[src/rtl/sat_counter.sv]
// Saturating up-counter with synchronous clear.
// Clear wins over a same-cycle increment.
module sat_counter #(
    parameter int W = 32
) (
    input  logic         clock,
    input  logic         reset,
    input  logic         inc,
    input  logic         clr,
    output logic [W-1:0] count
);

    always_ff @(posedge clock or posedge reset) begin
        if (reset) begin
            count <= '0;
        end else if (clr) begin
            count <= '0;
        end else if (inc && (count != '1)) begin
            count <= count + W'(1);
        end
    end

endmodule

[config.mk]
export PLATFORM = sky130hd
export DESIGN_NAME = sat_counter
export DESIGN_NICKNAME = d
export VERILOG_FILES = /design/src/rtl/sat_counter.sv
export SDC_FILE = /design/constraint.sdc
export NUM_CORES = 1
export LEC_CHECK = 0
export ABC_CLOCK_PERIOD_IN_PS = 7000
export CAP_MARGIN = 20
export CORE_ASPECT_RATIO = 2
export CORE_UTILIZATION = 35
export CTS_BUF_LIST = sky130_fd_sc_hd__clkbuf_4
export DETAILED_ROUTE_END_ITERATION = 10
export GPL_ROUTABILITY_DRIVEN = 0
export PLACE_DENSITY = 0.62
export SYNTH_ARGS = -nofsm -noshare
export SYNTH_HDL_FRONTEND = slang
export SYNTH_SLANG_ARGS = --single-unit
export TNS_END_PERCENT = 30
[constraint.sdc]
create_clock -name clock -period 7 [get_ports clock]
set_clock_uncertainty 0.15 [all_clocks]
set_input_delay 2.1 -clock clock [delete_from_list [all_inputs] [get_ports clock]]
set_output_delay 2.1 -clock clock [all_outputs]
set_load 0.03 [all_outputs]
==> results of run 1 <==
synthesized netlist by cell type:
| cell | count |
|---|---|
| inv_1 | 8 |
| xor2_1 | 1 |
| nand4_1 | 6 |
| nand2_1 | 11 |
| or3_1 | 12 |
| buf_2 | 1 |
| nand4_2 | 1 |
| ha_1 | 1 |
| nor3_1 | 1 |
| or4_1 | 14 |
| dfrtp_1 | 32 |
| and4_1 | 4 |
| nor2_1 | 6 |
| mux2i_1 | 1 |
| nor4_1 | 3 |
| or3_4 | 1 |
| or4_4 | 1 |
| clkbuf_1 | 4 |
| nand3_1 | 10 |
| o311ai_0 | 1 |
| o311ai_1 | 1 |
| o31a_1 | 1 |
| buf_6 | 1 |
| and3_1 | 3 |
| o41ai_2 | 1 |
| o21ba_2 | 1 |
| o21ai_0 | 12 |
| o211a_1 | 1 |
| o31ai_1 | 15 |
| xnor2_1 | 2 |
| and2_1 | 1 |
| a21oi_1 | 27 |
| o41ai_1 | 1 |
how the worst min path moves through the flow:
stage | start | end | slack, ns | depth (start not counted)
after floorplan | count[31] | count[31] | 0.54 | 2
after global placement | count[15] | count[15] | 0.41 | 2
after detailed placement | count[1] | count[1] | 0.43 | 2
after CTS | count[27] | count[27] | 0.44 | 2
after global routing | count[31] | count[31] | 0.47 | 2
final | count[1] | count[1] | 0.44 | 2
cells in the final DEF (no fill, tap or decap), types with 2 or more instances in the layout:
| master | netlist | final |
|---|---|---|
| o31ai_1 | 15 | 15 |
| dfrtp_1 | 32 | 32 |
| or3_1 | 12 | 12 |
| clkbuf_4 | 0 | 6 |
| a21oi_1 | 27 | 27 |
| inv_1 | 8 | 8 |
| or4_1 | 14 | 14 |
| and4_1 | 4 | 4 |
| and3_1 | 3 | 3 |
| nor4_1 | 3 | 3 |
| buf_4 | 0 | 3 |
| xnor2_1 | 2 | 2 |
| nand2_1 | 11 | 11 |
| nand4_1 | 6 | 6 |
| clkdlybuf4s50_1 | 0 | 35 |
| o21ai_0 | 12 | 12 |
| nor2_1 | 6 | 6 |
| nand3_1 | 10 | 10 |
power by group:
| group | total [mW] | internal (mW) | switching, mW |
|---|---|---|---|
| clock | 0.105 | 0.0409 | 0.0646 |
| combinational | 0.0181 | 0.00608 | 0.0120 |
| sequential | 0.187 | 0.186 | 0.00138 |
| total | 0.311 | 0.233 | 0.0780 |
metal layers:
metal  GRT usage (%)  vias up  wire length (um)
met5               0        -                 0
met4            8.94        0               104
met3            3.60        8               106
met2            32.3       31              2370
met1            18.9      815              1710
li1                -      807                 -
cell type report:
| type | count | area share (%) |
|---|---|---|
| multi-input cells | 140 | 39.8 |
| flip-flops and latches | 32 | 36.3 |
| repair buffers | 39 | 17.1 |
| well taps | 57 | 3.23 |
| clock buffers | 6 | 2.04 |
| inverters | 8 | 1.36 |
| clock inverters | 1 | 0.227 |
worst reg2reg max path: cells and delay by family, from the launching register on:
kind,cells,cell delay [ns]
AOI/OAI and AO/OA,1,0.82
DFF,1,0.48
muxes,1,0.26
and+or+nand+nor,3,0.65
kinds of logic (layout without fill, tap and decap cells):
kind of cell | after synthesis | in the layout
and+or+nand+nor | 74 | 74
AOI/OAI and AO/OA | 61 | 61
DFF | 32 | 32
buffers and inverters | 14 | 54
xor gates and xnor gates | 3 | 3
adders and majority gates | 1 | 1
muxes | 1 | 1
==> impl_results.md, run 1 <==
* Chip Height at 102 um
* Placed Area at about 2200 um^2
* # diodes at 0
* Synth Area in XOR/XNOR at 1.51%
* WS Path Type: input port to flip-flop
* Critical Path AT at 4.14 ns
* CTS-repair resized insts at 0
* CTS Root Buffer Type: clkbuf_4
* Outcome: finished, final reports clean
* Final WS setup at 2.99 ns
* Max Fclk at about 250 MHz
* Dominant cells by area after synthesis: dfrtp_1, a21oi_1, o31ai_1
* Simple-Gate Fraction of Synth Area at 25.9%
* Hold Crit Class: flip-flop to flip-flop
* Sequential fraction of the synthesis area at 46.0%
* Crit path capture type: flip-flop
* Library cells used by synthesis at 33
* Mux cell area share after synthesis at 0.575%
* Final setup vio count at 0
* Sequential cell area at between 800 and 900 um^2
* Max IR drop VDD at around 110 uV
* First-pass GRT wire length at 7110 um
* Unrepaired setup endpoints after global routing: no
* CTS Hold Bufs at 0
* Setup WS pre-CTS at 2.62 ns
* CP max-delay cell: clkdlybuf4s50_1
* Largest register FFs at 32
* Initial Util at 36.1%
* Largest regs: count (32)
* Fill count at 468
* DR iter-0 viols at 26
* FF-to-FF End: count[1]
* Crit path required time at between 7 and 8 ns
* Routed wire length at 4290 um
* DP HPWL at 3000 um
* Adder-Cell Fraction of Synth Area at less than 1%
* Finished Core Util at 45.8%
* CTS clk-pin slew, worst paths at 0.11 ns
* Pleak at 0.804 nW
* Die ar. at roughly 5300 um^2
* IO Pins at 36
* Routed Antenna Nets at 0
* Worst path max stage delay at between 0.5 and 0.6 ns
* Initial antenna violation count at 0
* Total power at 0.311 mW
* Syn_nets at 191
* Setup crit start kind: input port
* WL/cell at between 15 and 20 um
* Delay-heaviest family, CP: simple AND/OR/NAND/NOR gates
* Area of the multi-input gates at 878 um^2
* Final Cycle Share at 57.3%
* Site Rows at 36
* Most flop-heavy register: count
* Power per cell area at 141 nW/um^2
* Worst path depth at 7
* CP bufs+invs at 2
* Cells after synthesis at 186
* # Post-CTS Setup Buffers at 0
* Fin crit period at 4.01 ns
* Combinational family with the most area after synthesis: simple AND/OR/NAND/NOR gates
* Pin count of the biggest net entering global routing at 33
* Area grow syn2layout at 26.9%
* Via-to-Cell Ratio at 5.87
* #FFs+latches synth at 32
* Fin nets at 231
* Max FO, Critical Path at 15
* Reg2reg path depth at 5
* Layout cells sized above 1 at between 7 and 8%
* Placed insts at 275
* Total iterations of the first detailed-routing run at 4
* Port bufs at 35
* Post-synthesis compound-gate area fraction at between 20% and 30%
* # DRC at 0
* Max_cap viols at 0
* Num CTS Buffers at 5
* Fin. max-slew vios at 0
* Number of global-route vias before repair at 1538
* GR Util All Layers at about 18%
* CTS H-tree depth at 2
* Critical Path Sink: count[27]
* Hold slack at 0.439 ns
* Yosys top cell by area: dfrtp_1
* Final global-route overflow total at 0
* Core area at 4820 um^2
* Via count at 1661
* Final Hold Viols at 0
* Setup_tns at 0 ns
* Start point of the critical path: inc
* Max clock buf depth at 2
* Worst-Skew Late Latency at approximately 0.34 ns
* Tightest Pin Transition at 0.795 ns
* CTS tree: built
* Yosys warning count at 0
* Design Area, Final at 2210 um^2
* R2R Setup Slk at 4.50 ns
* Slew headroom at 46.6%
* FF-to-FF Start: count[24]
* Final non-filler cell total at 283
* CP cell instances: clkdlybuf4s50_1 -> nand4_1 -> nor3_1 -> o311ai_1 -> buf_4 -> or4_1 -> a21oi_1
* Die X-Extent at 51.9 um
* Clock tree sinks at 32
* Share of the synthesized area in the top cell type at 46.0%
* Mean post-synth cell area at 9.36 um^2
* Synthesized cell area at 1740 um^2
Note: power is estimated with default switching activity, not from simulation.
==> inputs of run 2 (changes only) <==
ABC_CLOCK_PERIOD_IN_PS = 3750   (was 7000)
clock period = 3.75 ns   (was 7 ns; I/O delays follow)
==> run 2 against run 1 <==
  * Final cell count up 1.1%
  * First-iteration DRC count is 15% lower
  * Clock-buffer cell count increased by 1
  * Design area is 0.96% higher
  * Non-clock buffer count is 2 higher
  * Combinational power grew 91%
==> impl_results.md, run 2 (synthesis results as in run 1) <==
* Outcome: finished, final reports clean
* Setup crit start kind: input port
* # Post-CTS Setup Buffers at 0 (unchanged)
* M2 GR Usage at 33.9% (+1.6 points)
* Number of global-route vias before repair at 1600 (+4.0%)
* Critical Path AT at 3.05 ns (-1.09 ns)
* Largest register FFs at 32 (unchanged)
* Power per cell area at 265 nW/um^2 (+88%)
* Crit path capture type: flip-flop
* Hold Crit Start: count[31]
* GRT Max-Usage Layer: met2
* FF-to-FF End: count[30]
* DP HPWL at 3030 um (+1.1%)
* Placed Area at 2170 um^2 (+0.93%)
* CTS clk-pin slew, worst paths at 0.09 ns (-0.02 ns)
* GR Util All Layers at 18.7% (+0.74 points)
* Max Fclk at about 340 MHz
* CTS-repair resized insts at 0 (unchanged)
* Max FO, Critical Path at 7 (-8)
* CTS H-tree depth at 2 (unchanged)
* Slew headroom at 48.8% (+2.2 points)
* Setup WS pre-CTS at 0.470 ns (-2.15 ns)
* Die ar. at 5280 um^2 (unchanged)
* Final non-filler cell total at 286 (+1.1%)
* DR iter-0 viols at 22 (-15%)
* Unrepaired setup endpoints after global routing: no
* Clock tree sinks at 32 (unchanged)
* WS Path Type: input port to flip-flop
* WHS Endpoint: count[31]
* Pin count of the biggest net entering global routing at 33 (unchanged)
* Design Area, Final at 2230 um^2 (+0.96%)
* Hold Crit Class: flip-flop to flip-flop
* # DRC at 0 (unchanged)
* Worst-Skew Late Latency at 0.35 ns (about the same)
* Via-to-Cell Ratio at 5.80 (-1.2%)
* Fin nets at 233 (+0.87%)
* CTS Hold Bufs at 0 (unchanged)
* Met1 Track Usage GR at 20.2% (+1.3 points)
* Final Hold Viols at 0 (unchanged)
* Max IR drop VDD at 177 uV (+58%)
* Placed insts at 278 (+1.1%)
* Crit path required time at 3.86 ns (-3.26 ns)
* Final Cycle Share at about four fifths
* Layout cells sized above 1 at 7.86% (+0.78 points)
* Most frequent cells in the layout: clkdlybuf4s50_1, dfrtp_1, a21oi_1, o31ai_1, or4_1
* Commonest non-fill, non-tap cell in the layout: clkdlybuf4s50_1
* Tightest Pin Transition at 0.760 ns (-0.0346 ns)
* Initial Util at 36.1% (unchanged)
* Met3 Usage GRT at 2.70% (-0.90 points)
* Final WS setup at 0.810 ns (-2.18 ns)
* Final global-route overflow total at 0 (unchanged)
* Num CTS Buffers at 5 (unchanged)
* Chip Height at 102 um (unchanged)
* Die X-Extent at 51.9 um (unchanged)
* Most flop-heavy register: count
* Max_cap viols at 0 (unchanged)
* R2R Setup Slk at 1.20 ns (-3.30 ns)
* WHS Path Cells at 2 (unchanged)
* Final setup vio count at 0 (unchanged)
* CTS tree: built
* Core area at 4820 um^2 (unchanged)
* IO Pins at 36 (unchanged)
* Routed wire length at 4250 um (-0.86%)
* FF-to-FF Start: count[0]
* Port bufs at 35 (unchanged)
* Largest regs: count (32)
* Via count at 1658 (-0.18%)
* Total iterations of the first detailed-routing run at 4 (unchanged)
* CTS Root Buffer Type: clkbuf_4
* First-pass GRT wire length at 7400 um (+4.1%)
* Site Rows at 36 (unchanged)
* Routed Antenna Nets at 0 (unchanged)
* Fin crit period at between 2 and 3 ns
* Pleak at 0.814 nW (+1.2%)
* Hold slack at 0.431 ns (-0.00873 ns)
* Max clock buf depth at 2 (unchanged)
* Total power at 0.591 mW (+90%)
* Setup_tns at 0 ns (unchanged)
* Finished Core Util at 46.3% (+0.44 points)
* Initial antenna violation count at 0 (unchanged)
* Reg2reg path depth at 6 (+1)
* WL/cell at 14.9 um (-1.9%)
* # diodes at 0 (unchanged)
* Area grow syn2layout at 28.1%
* Fin. max-slew vios at 0 (unchanged)
==> run 2: changes by cell type in the layout (fill, tap and decap cells not counted) <==
cell / delta
buf_4: +2
buf_2: +1
clkinv_1: +1
clkbuf_2: -1
clkinv_2: -1
clkbuf_4: +1
==> run 2: power breakdown <==
part           switching, mW  internal, mW
Clock                  0.120        0.0865
Sequential           0.00318         0.347
Combinational         0.0225        0.0120
==> run 2: worst max-delay path by stage <==
stage                end  slack, ns  start  cells after the start
2_1_floorplan  count[19]       1.06    inc                      6
3_3_place_gp   count[27]       0.51    inc                      7
3_5_place_dp   count[12]       0.47    inc                      6
4_1_cts        count[12]       0.82    inc                      6
5_1_grt        count[25]       0.70    inc                      7
6_report       count[12]       0.81    inc                      6
==> run 2: per-layer routing <==
layer	routed length [um]	share of wire, %	vias to the layer above
met1	1730	41	819
met5	0	0	-
li1	-	-	812
met3	77	1.8	5
met4	84	2.0	0
met2	2360	56	22
==> run 2: area by class of cell <==
| type | count | area (um^2) |
|---|---|---|
| Timing Repair Buffer | 41 | 393 |
| Sequential cell | 32 | 801 |
| Tap cell | 57 | 71.3 |
| Multi-Input combinational cell | 140 | 878 |
| Clock buffer | 7 | 52.6 |
| Inverter | 8 | 30.0 |
| Clock inverter | 1 | 3.75 |
| Fill cell | 476 | 2590 |
==> run 2: worst max-delay path: stages <==
cell and delay [ns]:
clkdlybuf4s50_1 0.52, inv_1 0.07, nor4_1 0.51, o31ai_1 0.30, or3_1 0.38, a21oi_1 0.14
==> inputs of run 3 (changes only) <==
ABC_CLOCK_PERIOD_IN_PS = 3100   (was 3750)
clock period = 3.1 ns   (was 3.75 ns; I/O delays follow)
==> run 3 against run 2 <==
  * Final cell count is 1.7% higher
  * Register-to-register slack worse by 0.64 ns
  * Sequential cell count stayed put
  * Setup slack worse by 0.44 ns
  * Combinational power up 19%
  * Core utilization increased by 0.80 points
  * First-iteration DRC count is 41% higher
  * Sequential power increased by 21%
  * Worst hold slack improved by 0.0023 ns
  * Via count is 1.3% higher
  * Critical path type unchanged
  * Critical endpoint is now count[27]
  * Largest cell class unchanged
  * Largest power group unchanged
==> impl_results.md, run 3 (synthesis results as in run 1) <==
* Commonest non-fill, non-tap cell in the layout: clkdlybuf4s50_1
* Area of the multi-input gates at 878 um^2 (unchanged)
* Slew headroom at 48.6% (-0.19 points)
* Final global-route overflow total at 0 (unchanged)
* Crit path required time at 3.22 ns (-0.64 ns)
* R2R Setup Slk at 0.56 ns (-0.64 ns)
* Placed insts at 284 (+2.2%)
* Routed Antenna Nets at 0 (unchanged)
* Worst path max stage delay at 0.52 ns (about the same)
* Unrepaired setup endpoints after global routing: no
* Most flop-heavy register: count
* Setup_tns at 0 ns (unchanged)
* Hold slack at 0.433 ns (+0.00225 ns)
* WS Path Type: input port to flip-flop
* Setup WS pre-CTS at 0.0374 ns (-0.432 ns)
* Hold Crit Class: flip-flop to flip-flop
* Critical Path AT at 2.85 ns (-0.20 ns)
* Layout cells sized above 1 at 9.40% (+1.5 points)
* DR iter-0 viols at 31 (+41%)
* IO Pins at 36 (unchanged)
* Max IR drop VDD at 242 uV (+37%)
* Area grow syn2layout at 30.3%
* Most frequent cells in the layout: clkdlybuf4s50_1, dfrtp_1, a21oi_1, o31ai_1, or4_1
* Number of global-route vias before repair at 1555 (-2.8%)
* Fill count at 494 (+3.8%)
* Placed Area at 2220 um^2 (+2.3%)
* Delay-heaviest family, CP: simple AND/OR/NAND/NOR gates
* Start point of the critical path: inc
* CP max-delay cell: clkdlybuf4s50_1
* Via count at 1680 (+1.3%)
* Fin crit period at 2.73 ns
* Num CTS Buffers at 5 (unchanged)
* Largest regs: count (32)
* Final non-filler cell total at 291 (+1.7%)
* Design Area, Final at 2270 um^2 (+1.7%)
* Via-to-Cell Ratio at 5.77 (-0.41%)
* FF-to-FF End: count[26]
* DP HPWL at 3160 um (+4.1%)
* Die X-Extent at 51.9 um (unchanged)
* CTS-repair resized insts at 0 (unchanged)
* Initial antenna violation count at 0 (unchanged)
* CTS Root Buffer Type: clkbuf_4
* Max Fclk at 366 MHz
* CP bufs+invs at 2 (unchanged)
* # diodes at 0 (unchanged)
* Chip Height at 102 um (unchanged)
* Worst path depth at 7 (+1)
* Core area at 4820 um^2 (unchanged)
* CTS clk-pin slew, worst paths at 0.10 ns (about the same)
* Largest register FFs at 32 (unchanged)
* Setup crit start kind: input port
* Initial Util at 36.1% (unchanged)
* Max_cap viols at 0 (unchanged)
* Fin. max-slew vios at 0 (unchanged)
* Clock tree sinks at 32 (unchanged)
* Port bufs at 35 (unchanged)
* Pleak at 0.838 nW (+2.9%)
* Tightest Pin Transition at 0.763 ns (+0.00285 ns)
* Routed wire length at 4440 um (+4.4%)
* CTS H-tree depth at 2 (unchanged)
* CTS Hold Bufs at 0 (unchanged)
* Crit path capture type: flip-flop
* # DRC at 0 (unchanged)
* CTS tree: built
* FF-to-FF Start: count[0]
* Die ar. at 5280 um^2 (unchanged)
* GR Util All Layers at 18.7% (about the same)
* Total power at 0.688 mW (+16%)
* Final WS setup at 0.371 ns (-0.439 ns)
* Finished Core Util at 47.1% (+0.80 points)
* Reg2reg path depth at 6 (unchanged)
* Total iterations of the first detailed-routing run at 4 (unchanged)
* Max FO, Critical Path at 6 (-1)
* WL/cell at 15.3 um (+2.6%)
* Site Rows at 36 (unchanged)
* # Post-CTS Setup Buffers at 0 (unchanged)
* Fin nets at 239 (+2.6%)
* Outcome: finished, final reports clean
* First-pass GRT wire length at 7400 um (about the same)
* Max clock buf depth at 2 (unchanged)
* Power per cell area at 303 nW/um^2 (+14%)
* Sequential cell area at 801 um^2 (unchanged)
* CP cell instances: clkdlybuf4s50_1 -> nand4_1 -> nor3_1 -> o311ai_1 -> buf_4 -> or4_1 -> a21oi_1
* Critical Path Sink: count[27]
* Worst-Skew Late Latency at 0.33 ns (-0.02 ns)
* Final setup vio count at 0 (unchanged)
* Final Cycle Share at 88.0%
* Pin count of the biggest net entering global routing at 33 (unchanged)
* Final Hold Viols at 0 (unchanged)
## run 3: cell types whose count changed in the layout (fill, tap and decap cells not counted)
cell | previous run | this run
buf_2 | 1 | 0
clkinv_1 | 1 | 2
clkbuf_4 | 7 | 5
clkdlybuf4s18_2 | 0 | 1
buf_4 | 5 | 11
## run 3: worst reg2reg max path, delay by kind of cell (launching register included)
family | cells | cell delay, ns
flops | 1 | 0.44
compound gates | 1 | 0.15
fa+ha+maj | 1 | 0.22
simple gates | 4 | 1.51
## run 3: per-layer routing
metal | vias to the layer above | track usage (%) | routed length [um]
met4 | 0 | 7.69 | 88
met5 | - | 0 | 0
met3 | 5 | 2.70 | 90
li1 | 822 | - | -
met2 | 26 | 33.9 | 2490
met1 | 827 | 20.9 | 1770
## run 3: how the worst min path moves through the flow
stage,startpoint,cells after the start,end,slack (ns)
2_1_floorplan,count[31],2,count[31],0.54
3_3_place_gp,count[31],2,count[31],0.41
3_5_place_dp,count[7],2,count[7],0.42
4_1_cts,count[7],2,count[7],0.43
5_1_grt,count[27],2,count[27],0.46
6_report,count[7],2,count[7],0.43
## run 3: area by class of cell
type | count | share of cell area, %
multi-input cells | 140 | 38.7
flip-flops and latches | 32 | 35.3
repair buffers | 47 | 19.5
well taps | 57 | 3.14
clock buffers | 5 | 1.65
inverters | 8 | 1.32
clock inverters | 2 | 0.331
## run 3: where the power goes
group          internal [mW]  total (mW)  switching (mW)  leakage (nW)
clock                 0.0791       0.223           0.144        0.0261
combinational         0.0139      0.0412          0.0273         0.366
sequential             0.420       0.424         0.00376         0.446
